===== src/rtl/mem_arbiter.sv =====
// Instruction/data cache arbiter in front of one single-port RAM with registered read data.
// Define ARB_FAIRNESS_EN to force an instruction grant after FAIR_LIMIT data grants that starved it.
module mem_arbiter #(
    parameter int ADDR_WIDTH = 17,
    parameter int LEN        = 32,
    parameter int BURST_MAX  = 8,
    parameter int INDEX_SIZE = 3,
    parameter int FAIR_LIMIT = 4
) (
    input  logic                  clk,
    input  logic                  rst,
    input  logic [1:0]            i_vis_signal,
    input  logic [ADDR_WIDTH-1:0] i_addr,
    input  logic [1:0]            d_vis_signal,
    input  logic [ADDR_WIDTH-1:0] d_addr,
    input  logic [INDEX_SIZE-1:0] d_length,
    input  logic [LEN-1:0]        d_writen_data,
    output logic [1:0]            mem_status,
    output logic [LEN-1:0]        mem_data,
    output logic                  i_done,
    output logic                  d_done,
    output logic                  i_last,
    output logic                  d_last,
    output logic                  ram_en,
    output logic                  ram_we,
    output logic [ADDR_WIDTH-1:0] ram_addr,
    output logic [LEN-1:0]        ram_wdata,
    input  logic [LEN-1:0]        ram_rdata
);
    localparam logic [1:0] MEM_NOP        = 2'd0;
    localparam logic [1:0] MEM_READ       = 2'd1;
    localparam logic [1:0] MEM_READ_BURST = 2'd2;
    localparam logic [1:0] MEM_WRITE      = 2'd3;
    localparam int         CW             = INDEX_SIZE + 1;

    // State encoding doubles as mem_status (RESTING / INST_WORKING / DATA_WORKING).
    typedef enum logic [1:0] {
        IDLE = 2'd0,
        INST = 2'd1,
        DATA = 2'd2
    } state_t;

    if (BURST_MAX != (1 << INDEX_SIZE) || FAIR_LIMIT < 1) begin : g_cfg_check
        $error("mem_arbiter: BURST_MAX must equal 2**INDEX_SIZE and FAIR_LIMIT must be at least 1");
    end

    state_t                state_q;
    logic [LEN-1:0]        mem_data_q;
    logic                  i_done_q, d_done_q, i_last_q, d_last_q;
    logic                  ram_en_q, ram_we_q;
    logic [ADDR_WIDTH-1:0] ram_addr_q;
    logic [LEN-1:0]        ram_wdata_q;
    logic [CW-1:0]         beats_q;
    logic                  rd_pend_q, rd_last_q;

`ifdef ARB_FAIRNESS_EN
    localparam int FW = $clog2(FAIR_LIMIT + 1);
    logic [FW-1:0] fair_q;
`endif

    logic          i_req, d_req, grant_inst, grant_data;
    logic [CW-1:0] i_beats, d_beats;

    always_comb begin
        i_req = (i_vis_signal == MEM_READ) || (i_vis_signal == MEM_READ_BURST);
        d_req = d_vis_signal != MEM_NOP;
`ifdef ARB_FAIRNESS_EN
        grant_inst = i_req && (!d_req || fair_q == FW'(FAIR_LIMIT));
`else
        grant_inst = i_req && !d_req;
`endif
        grant_data = d_req && !grant_inst;
        i_beats    = (i_vis_signal == MEM_READ_BURST) ? CW'(BURST_MAX) : CW'(1);
        d_beats    = CW'(1);
        if (d_vis_signal == MEM_READ_BURST) begin
            d_beats = (d_length == '0) ? CW'(BURST_MAX) : {1'b0, d_length};
        end
    end

    always_ff @(posedge clk or posedge rst) begin
        if (rst) begin
            state_q     <= IDLE;
            mem_data_q  <= '0;
            i_done_q    <= 1'b0;
            d_done_q    <= 1'b0;
            i_last_q    <= 1'b0;
            d_last_q    <= 1'b0;
            ram_en_q    <= 1'b0;
            ram_we_q    <= 1'b0;
            ram_addr_q  <= '0;
            ram_wdata_q <= '0;
            beats_q     <= '0;
            rd_pend_q   <= 1'b0;
            rd_last_q   <= 1'b0;
`ifdef ARB_FAIRNESS_EN
            fair_q      <= '0;
`endif
        end else begin
            // NOTE: done/last default low each cycle so they are single-cycle pulses.
            i_done_q  <= 1'b0;
            d_done_q  <= 1'b0;
            i_last_q  <= 1'b0;
            d_last_q  <= 1'b0;
            rd_pend_q <= ram_en_q && !ram_we_q;
            rd_last_q <= ram_en_q && !ram_we_q && (beats_q == CW'(1));
            case (state_q)
                IDLE: begin
                    if (grant_inst || grant_data) begin
                        state_q    <= grant_inst ? INST : DATA;
                        ram_en_q   <= 1'b1;
                        ram_we_q   <= grant_data && (d_vis_signal == MEM_WRITE);
                        ram_addr_q <= grant_inst ? i_addr : d_addr;
                        beats_q    <= grant_inst ? i_beats : d_beats;
                        if (grant_data && d_vis_signal == MEM_WRITE) begin
                            ram_wdata_q <= d_writen_data;
                        end
`ifdef ARB_FAIRNESS_EN
                        if (grant_inst) begin
                            fair_q <= '0;
                        end else if (i_req) begin
                            fair_q <= fair_q + FW'(1);
                        end
`endif
                    end
                end
                default: begin
                    if (ram_en_q) begin
                        if (beats_q == CW'(1)) begin
                            ram_en_q <= 1'b0;
                            ram_we_q <= 1'b0;
                        end else begin
                            ram_addr_q <= ram_addr_q + ADDR_WIDTH'(4);
                        end
                        beats_q <= beats_q - CW'(1);
                    end
                    if (ram_en_q && ram_we_q) begin
                        d_done_q <= 1'b1;
                        d_last_q <= 1'b1;
                        state_q  <= IDLE;
                    end
                    // Read data lands one cycle after the RAM sampled the strobe.
                    if (rd_pend_q) begin
                        mem_data_q <= ram_rdata;
                        i_done_q   <= state_q == INST;
                        d_done_q   <= state_q == DATA;
                        i_last_q   <= (state_q == INST) && rd_last_q;
                        d_last_q   <= (state_q == DATA) && rd_last_q;
                        if (rd_last_q) begin
                            state_q <= IDLE;
                        end
                    end
                end
            endcase
        end
    end

    assign mem_status = state_q;
    assign mem_data   = mem_data_q;
    assign i_done     = i_done_q;
    assign d_done     = d_done_q;
    assign i_last     = i_last_q;
    assign d_last     = d_last_q;
    assign ram_en     = ram_en_q;
    assign ram_we     = ram_we_q;
    assign ram_addr   = ram_addr_q;
    assign ram_wdata  = ram_wdata_q;

endmodule


===== config.mk =====
export PLATFORM = sky130hd
export DESIGN_NAME = mem_arbiter
export DESIGN_NICKNAME = d
export VERILOG_FILES = /design/src/rtl/mem_arbiter.sv
export SDC_FILE = /design/constraint.sdc
export NUM_CORES = 1
export LEC_CHECK = 0
export BUFFER_PORTS_ARGS = -buffer_cell sky130_fd_sc_hd__buf_2
export CELL_PAD_IN_SITES_DETAIL_PLACEMENT = 0
export CELL_PAD_IN_SITES_GLOBAL_PLACEMENT = 1
export CORE_MARGIN = 2
export CORE_UTILIZATION = 35
export CTS_CLUSTER_DIAMETER = 150
export DETAILED_ROUTE_END_ITERATION = 10
export GPL_TIMING_DRIVEN = 0
export HOLD_SLACK_MARGIN = 0.15
export PLACE_DENSITY = 0.81
export SLEW_MARGIN = 20
export SYNTH_ARGS = -nofsm -noshare
export SYNTH_HDL_FRONTEND = slang
export SYNTH_SLANG_ARGS = --single-unit
export TNS_END_PERCENT = 30

===== constraint.sdc =====
create_clock -name clk -period 4.1 [get_ports clk]
set_input_delay 0.205 -clock clk [delete_from_list [all_inputs] [get_ports clk]]
set_output_delay 0.205 -clock clk [all_outputs]
set_load 0.03 [all_outputs]

==> results of run 1 <==
-- power groups by stage --
stage | registers (uW) | logic (uW) | clock network [uW]
floorplan | 2590 | 1360 | 0
global placement | 1720 | 3050 | 0
detailed placement | 1750 | 3110 | 0
CTS | 1740 | 3160 | 943
global route | 1810 | 3400 | 979
finish | 1740 | 3160 | 921
-- state kept, by name (all words and copies together), names as in the netlist, 2 cells and up --
register / cells
mem_data: 32
mem_status: 2
ram_wdata: 32
ram_addr: 17
beats_q: 4
-- final cells by class --
type | instances | share of cell area [%]
buffer | 19 | 1.73
clock inverter | 4 | 1.18
timing repair buffer | 261 | 25.2
tap | 168 | 3.20
inverter | 10 | 0.648
clock buffer | 11 | 3.85
sequential | 95 | 36.2
antenna | 1 | 0.0381
multi-input combinational | 239 | 28.0
-- cells by family after synthesis --
group | share of synthesized area (%)
AND/OR/NAND/NOR | 11.3
flip-flops | 54.4
multiplexers | 17.5
AO/OA/AOI/OAI | 11.3
buffers and inverters | 3.47
XOR/XNOR | 0.802
adder cells (fa/ha/maj) | 1.15
-- per-layer routing --
metal	vias up	track usage, %	routed length [um]
met3	38	3.97	879
met5	-	0	0
li1	1887	-	-
met1	1945	23.1	5260
met2	169	34.2	6710
met4	0	9.84	408
-- timing repair --
item                                   CTS  global route
gates resized for setup                  0             0
setup endpoints to repair                0             0
endpoints found under the hold margin   97             0
buffers inserted                         0             0
hold buffers                            65             0
-- cell usage in the layout (no fill, tap or decap), drive strengths merged, types with 2 or more instances in the layout --
| cell type | synthesis | final |
|---|---|---|
| buf | 14 | 210 |
| nor3b | 2 | 2 |
| a211oi | 4 | 4 |
| o22a | 2 | 2 |
| o21a | 2 | 2 |
| o221a | 4 | 4 |
| or2 | 3 | 3 |
| o221ai | 3 | 3 |
| and3 | 3 | 3 |
| or3 | 5 | 5 |
| a21o | 3 | 3 |
| o22ai | 7 | 7 |
| mux2 | 67 | 67 |
| a31oi | 6 | 6 |
| or3b | 2 | 2 |
| ha | 4 | 4 |
| o32ai | 4 | 4 |
| nor4 | 4 | 4 |
| dfrtp | 95 | 95 |
| clkbuf | 5 | 16 |
| nand3 | 4 | 4 |
| xnor2 | 4 | 4 |
| a221oi | 2 | 2 |
| nand2 | 23 | 23 |
| dlygate4sd3 | 0 | 65 |
| bufinv | 0 | 2 |
| nand4 | 4 | 4 |
| o21ai | 8 | 8 |
| a21oi | 9 | 9 |
| nor2 | 23 | 23 |
| nand2b | 2 | 2 |
| nor3 | 16 | 16 |
| inv | 10 | 11 |
-- worst register-to-register path: stages, from the launching register on --
cell	delay, ns
dfrtp_1	0.38
inv_1	0.09
ha_1	0.19
or3b_2	0.49
nand2_1	0.33
o221ai_1	0.21
a221oi_1	0.32
-- worst paths after layout --
kind                               from            to  slack [ns]  cells past startpoint
min in group asynchronous           rst   mem_data[8]        0.41                      3
setup / recovery             beats_q[1]  ram_addr[12]        1.99                      6
hold / removal              d_length[2]    beats_q[2]        0.17                      3
hold reg to reg            mem_data[17]  mem_data[17]        0.50                      1
setup reg to reg             beats_q[1]  ram_addr[12]        1.99                      6
max in group asynchronous           rst   ram_addr[5]        3.09                      4
-- metrics by stage --
step / cell area [um^2] / cells / setup WS (ns) / util, %
2_1_floorplan: 4370 / 363 / 1.42 / -
6_report: 6570 / 808 / 1.99 / 54.2
3_5_place_dp: 5590 / 727 / 1.98 / 46.1
5_1_grt: 6570 / 807 / 1.87 / 54.2
4_1_cts: 6570 / 807 / 2.04 / 54.2
3_3_place_gp: 5550 / 726 / 0.267 / 45.8
==> metrics.md, run 1 <==
| Metric | Value |
|---|---|
| RSZ-0062 raised after global routing | `false` |
| Clock transition at path regs | `0.07 ns` |
| Fin. max-slew vios | `0` |
| Switching share of power | `45.2%` |
| Layout cells sized above 1 | `48.0%` |
| Full die area | `13,400 um^2` |
| Final Setup Violations | `0` |
| WP data arrival | `roughly 2.3 ns` |
| Post-synth EDFFs | `0` |
| WL/cell | `16.4 um` |
| Synthesis-stage register bit count | `95` |
| I/O Pins | `196` |
| Setup TNS | `0 ns` |
| Crit share post-route | `51.5%` |
| Crit path max-delay family | `simple AND/OR/NAND/NOR gates` |
| Post-Syn Nets | `about 470` |
| Post-synthesis cell type count | `58` |
| Detailed-placement wirelength estimate | `9060 um` |
| TritonCTS Buffers | `9` |
| Layout Skew | `between 0.005 and 0.006 ns` |
| Largest net degree at the start of global routing | `63` |
| Main flop type after synthesis | `dfrtp_1` |
| Synth warnings | `0` |
| GP Congestion | `around 0.82` |
| FF+latch area | `2380 um^2` |
| Dominant cells by area after synthesis | `dfrtp_1 (54%), mux2_2 (17%), nand2_1 (2.0%), nor2_1 (1.9%), nor3_1 (1.6%)` |
| Fillers | `roughly 1,100` |
| Die height | `116 um` |
| Critical path class | `reg -> reg` |
| Site Rows | `40` |
| Switching power | `roughly 2600 uW` |
| Starting density of the core | `between 30% and 40%` |
| Status | `complete, no violations` |
| TritonRoute pass-1 iters | `4` |
| Pint | `3190 uW` |
| Most common library cells after synthesis | `dfrtp_1 (95), mux2_2 (67), nand2_1 (23), nor2_1 (22), nor3_1 (14)` |
| Initial antenna violation count | `0` |
| Worst path required time | `4.33 ns` |
| Area of the core | `12,100 um^2` |
| Final Hold Viols | `0` |
| CP max stage delay | `0.49 ns` |
| Vias per cell | `between 4 and 5` |
| NumNets Final | `746` |
| Tot Pwr | `5830 uW` |
| Slew HR | `between 60% and 70%` |
| Latest clock arrival within the worst-skew pair | `0.34 ns` |
| Area grow syn2layout | `50.4%` |
| Max IR drop VDD | `~0.44 mV` |
| Routed vias | `4,039` |
| CP Buf/Inv Count | `1` |
| Port bufs | `195` |
| CP Launch Type | `flop` |
| H-tree levels | `3` |
| Worst hold path class | `in -> reg` |
| Max-Cap Viols | `0` |
| Final WL | `13,300 um` |
| CTS tree | `done` |
| Async SR Flop Fraction | `100%` |
| Mapped Cells | `about 360` |
| Clock sink count | `between 90 and 100` |
| Sequential element share of the synthesized area | `around 54%` |
| Slowest CP cell | `or3b_2` |
| Post-Synthesis Mean Instance Area | `between 10 and 15 um^2` |
| Largest area contributor in the synthesized netlist | `dfrtp_1` |
| Worst setup EP type | `flop` |
| Most common cell in the netlist | `dfrtp_1` |
| Area fraction of the dominant cell type after synthesis | `54.4%` |
| Routed Antenna Nets | `0` |
| Slew @ Worst Pin | `0.592 ns` |
| 1st-iter DRT viols | `302` |
| CTS Root Cell | `clkbuf_16` |
| First-pass GRT wire length | `between 20,000 and 25,000 um` |
| GR Util All Layers | `19.7%` |
| Minimum clock period | `2.11 ns` |
| PwrDens | `just under 900 nW/um^2` |
| Logic pwr share | `54.3%` |
| CP Max Fanout | `10` |
| Hold Slack | `roughly 0.17 ns` |
| Multi-input gate area | `around 1800 um^2` |
| Highest Clock Rate | `0.474 GHz` |
| Static leakage | `0.00309 uW` |
| Flop pwr share | `29.9%` |
| Mapped cell area | `4370 um^2` |
| Vias in the first global route | `4,091` |
| Remaining global-route overflow | `0` |
| Die span in x | `roughly 120 um` |
| Residual DRC | `0` |
| CP Cell Sequence | `inv_1, ha_1, or3b_2, nand2_1, o221ai_1, a221oi_1` |
| Clk pwr share | `15.8%` |
| Max Buffers Root-to-Sink | `2` |
(Power assumes the default switching activity.)
==> inputs of run 2 (changes only) <==
--- a/config.mk
+++ b/config.mk
@@ -9,12 +9,12 @@
 export CELL_PAD_IN_SITES_DETAIL_PLACEMENT = 0
 export CELL_PAD_IN_SITES_GLOBAL_PLACEMENT = 1
 export CORE_MARGIN = 2
-export CORE_UTILIZATION = 35
+export CORE_UTILIZATION = 32
 export CTS_CLUSTER_DIAMETER = 150
 export DETAILED_ROUTE_END_ITERATION = 10
 export GPL_TIMING_DRIVEN = 0
 export HOLD_SLACK_MARGIN = 0.15
-export PLACE_DENSITY = 0.81
+export PLACE_DENSITY = 0.78
 export SLEW_MARGIN = 20
 export SYNTH_ARGS = -nofsm -noshare
 export SYNTH_HDL_FRONTEND = slang
==> constraint.sdc (replaced) <==
create_clock -name clk -period 1.8 [get_ports clk]
set_input_delay 0.09 -clock clk [delete_from_list [all_inputs] [get_ports clk]]
set_output_delay 0.09 -clock clk [all_outputs]
set_load 0.03 [all_outputs]
==> run 2 against run 1 <==
  * Count of clock-buffer cells in the layout decreased by 2
  * Non-clock buffer count increased by 28
  * Largest cell class unchanged
  * Register-to-register slack got worse by 2.0 ns
  * Maximum frequency increased by 19%
  * Highest routed layer unchanged
==> metrics.md, run 2 (same netlist as run 1, synthesis figures left out) <==
| Metric | Value |
|---|---|
| Hold path start | `d_addr[3]` |
| Residual DRC | `0 (unchanged)` |
| NumNets Final | `774 (+3.8%)` |
| Slew HR | `60.1% (about the same)` |
| Clock transition at path regs | `0.08 ns (about the same)` |
| Final WL | `13,300 um (+0.54%)` |
| R2R depth | `6 (unchanged)` |
| Initial antenna violation count | `0 (unchanged)` |
| CP Cell Sequence | `buf_6, or2_1, buf_6, or3_4, a311o_1, o221a_2` |
| TritonRoute pass-1 iters | `4 (unchanged)` |
| Crit path to | `ram_addr[14]` |
| Stages on the worst setup path | `6 (unchanged)` |
| # diodes | `0 (-1)` |
| R2r startpoint | `mem_status[1]` |
| Pre-CTS setup slack | `-0.249 ns (-2.23 ns)` |
| Crit path max-delay family | `simple AND/OR/NAND/NOR gates` |
| Max-Cap Viols | `0 (unchanged)` |
| GP Congestion | `0.827 (+1.1%)` |
| Crit share post-route | `98.8% (+47 points)` |
| Worst setup EP type | `flop` |
| TritonCTS Buffers | `9 (unchanged)` |
| Slew @ Worst Pin | `0.592 ns (+0.0000660 ns)` |
| Placed Area | `5630 um^2 (+0.87%)` |
| Site Rows | `42 (+5.0%)` |
| PwrDens | `1980 nW/um^2 (+120%)` |
| Remaining global-route overflow | `0 (unchanged)` |
| Die span in x | `121 um (+4.4%)` |
| Hold Slack | `0.166 ns (-0.00568 ns)` |
| CTS tree | `done` |
| Cell Count, Final, Fillers Out | `844 (+4.5%)` |
| Fin. max-slew vios | `0 (unchanged)` |
| Largest net degree at the start of global routing | `36 (-43%)` |
| Detailed-placement wirelength estimate | `9260 um (+2.2%)` |
| Cell count after placement | `737 (+1.4%)` |
| Routed vias | `4,117 (+1.9%)` |
| Die height | `121 um (+4.4%)` |
| First-pass GRT wire length | `20,800 um (+1.6%)` |
| Most frequent cells in the layout | `buf_2 (198), dfrtp_1 (94), dlygate4sd3_1 (79)` |
| Worst Hold Path Cells | `4 (+1)` |
| Status | `complete, no violations` |
| CP Buf/Inv Count | `2 (+1)` |
| Worst hold path class | `in -> reg` |
| Critical path class | `reg -> reg` |
| I/O Pins | `196 (unchanged)` |
| Port bufs | `195 (unchanged)` |
| Worst path required time | `2.05 ns (-2.28 ns)` |
| Clock sink count | `95 (unchanged)` |
| Worst reg2reg setup slack | `0.02 ns (-1.97 ns)` |
| Area of the core | `13,300 um^2 (+9.8%)` |
| Tot Pwr | `13,900 uW (+140%)` |
| CP Launch Type | `flop` |
| Latest clock arrival within the worst-skew pair | `0.35 ns (about the same)` |
| Worst path most repeated cell | `buf_6` |
| Max IR drop VDD | `0.862 mV (+94%)` |
| Commonest non-fill, non-tap cell in the layout | `buf_2` |
| Critical path startpoint | `mem_status[1]` |
| CTS Root Cell | `clkbuf_16` |
| Area grow syn2layout | `60.7%` |
| Max Buffers Root-to-Sink | `2 (unchanged)` |
| Design Area, Final | `7020 um^2 (+6.8%)` |
| Reg-to-Reg End | `ram_addr[14]` |
| Slowest CP cell | `dfrtp_1` |
| CP max stage delay | `0.38 ns (-0.11 ns)` |
| Vias in the first global route | `4,202 (+2.7%)` |
| Starting density of the core | `32.8% (-3.2 points)` |
| H-tree levels | `3 (unchanged)` |
| RSZ-0062 raised after global routing | `true` |
| Vias per cell | `4.88 (-2.4%)` |
| Routed Antenna Nets | `0 (unchanged)` |
| Layout cells sized above 1 | `50.7% (+2.7 points)` |
| Final Setup Violations | `0 (unchanged)` |
| Highest Clock Rate | `0.562 GHz (+19%)` |
| WP data arrival | `2.03 ns (-0.31 ns)` |
| Layout Skew | `0.0111 ns (+0.00590 ns)` |
| Setup slack after layout | `0.0208 ns (-1.97 ns)` |
| Final Hold Viols | `0 (unchanged)` |
| WL/cell | `15.8 um (-3.8%)` |
| Static leakage | `0.00326 uW (+5.7%)` |
| Minimum clock period | `1.78 ns (-0.330 ns)` |
| 1st-iter DRT viols | `177 (-41%)` |
| CP Max Fanout | `7 (-3)` |
| Full die area | `14,600 um^2 (+9.0%)` |
| GR Util All Layers | `18.2% (-1.5 points)` |
==> run 2: changes by cell type in the layout (fill, tap and decap cells not counted), moves of 3 or more <==
cell / change
buf_4: +16
dlygate4sd3_1: +14
buf_2: -7
buf_12: +5
nor2_4: +3
==> run 2: layout make-up <==
cell class	instances	area, um^2
timing repair buffer	289	1940
clock inverter	7	91.3
fill	1135	6280
inverter	10	41.3
multi-input combinational	239	1970
tap	176	220
sequential	95	2380
clock buffer	9	225
buffer	19	158
==> run 2: power by group <==
part           switching (uW)  internal, uW
clock network             904          1110
registers                 759          3230
logic                    4630          3240
==> run 2: routing by layer <==
layer	wire (um)	GRT usage (%)	vias to the layer above
li1	-	-	1947
met1	5410	21.4	1973
met2	6800	32.1	172
met3	815	3.30	25
met4	307	8.43	0
met5	0	0	-
==> run 2: timing repair <==
item	CTS	global route
buffers inserted	1	11
hold buffers	79	0
pin swaps	2	10
resized for setup	17	25
hold endpoints to repair	135	0
setup endpoints to repair	76	66
==> run 2: worst min-delay path by stage <==
stage	end	slack [ns]
after floorplan	mem_data[24]	0.24
after global placement	ram_wdata[1]	0.32
after detailed placement	ram_wdata[12]	0.08
after CTS	beats_q[1]	0.16
after global routing	beats_q[1]	0.18
final	ram_addr[3]	0.17
==> run 2: tightest hold or removal path: stages <==
cell     delay, ns
buf_2         0.07
nand2_1       0.04
a31oi_1       0.14
mux2_2        0.15
==> run 2: metrics by stage <==
step / TNS [ns] / utilization, %
floorplan: -3.13 / -
global placement: -15.69 / 41.9
detailed placement: -9.11 / 42.4
CTS: -0.460 / 51.2
global route: -0.246 / 52.8
finish: 0 / 52.8
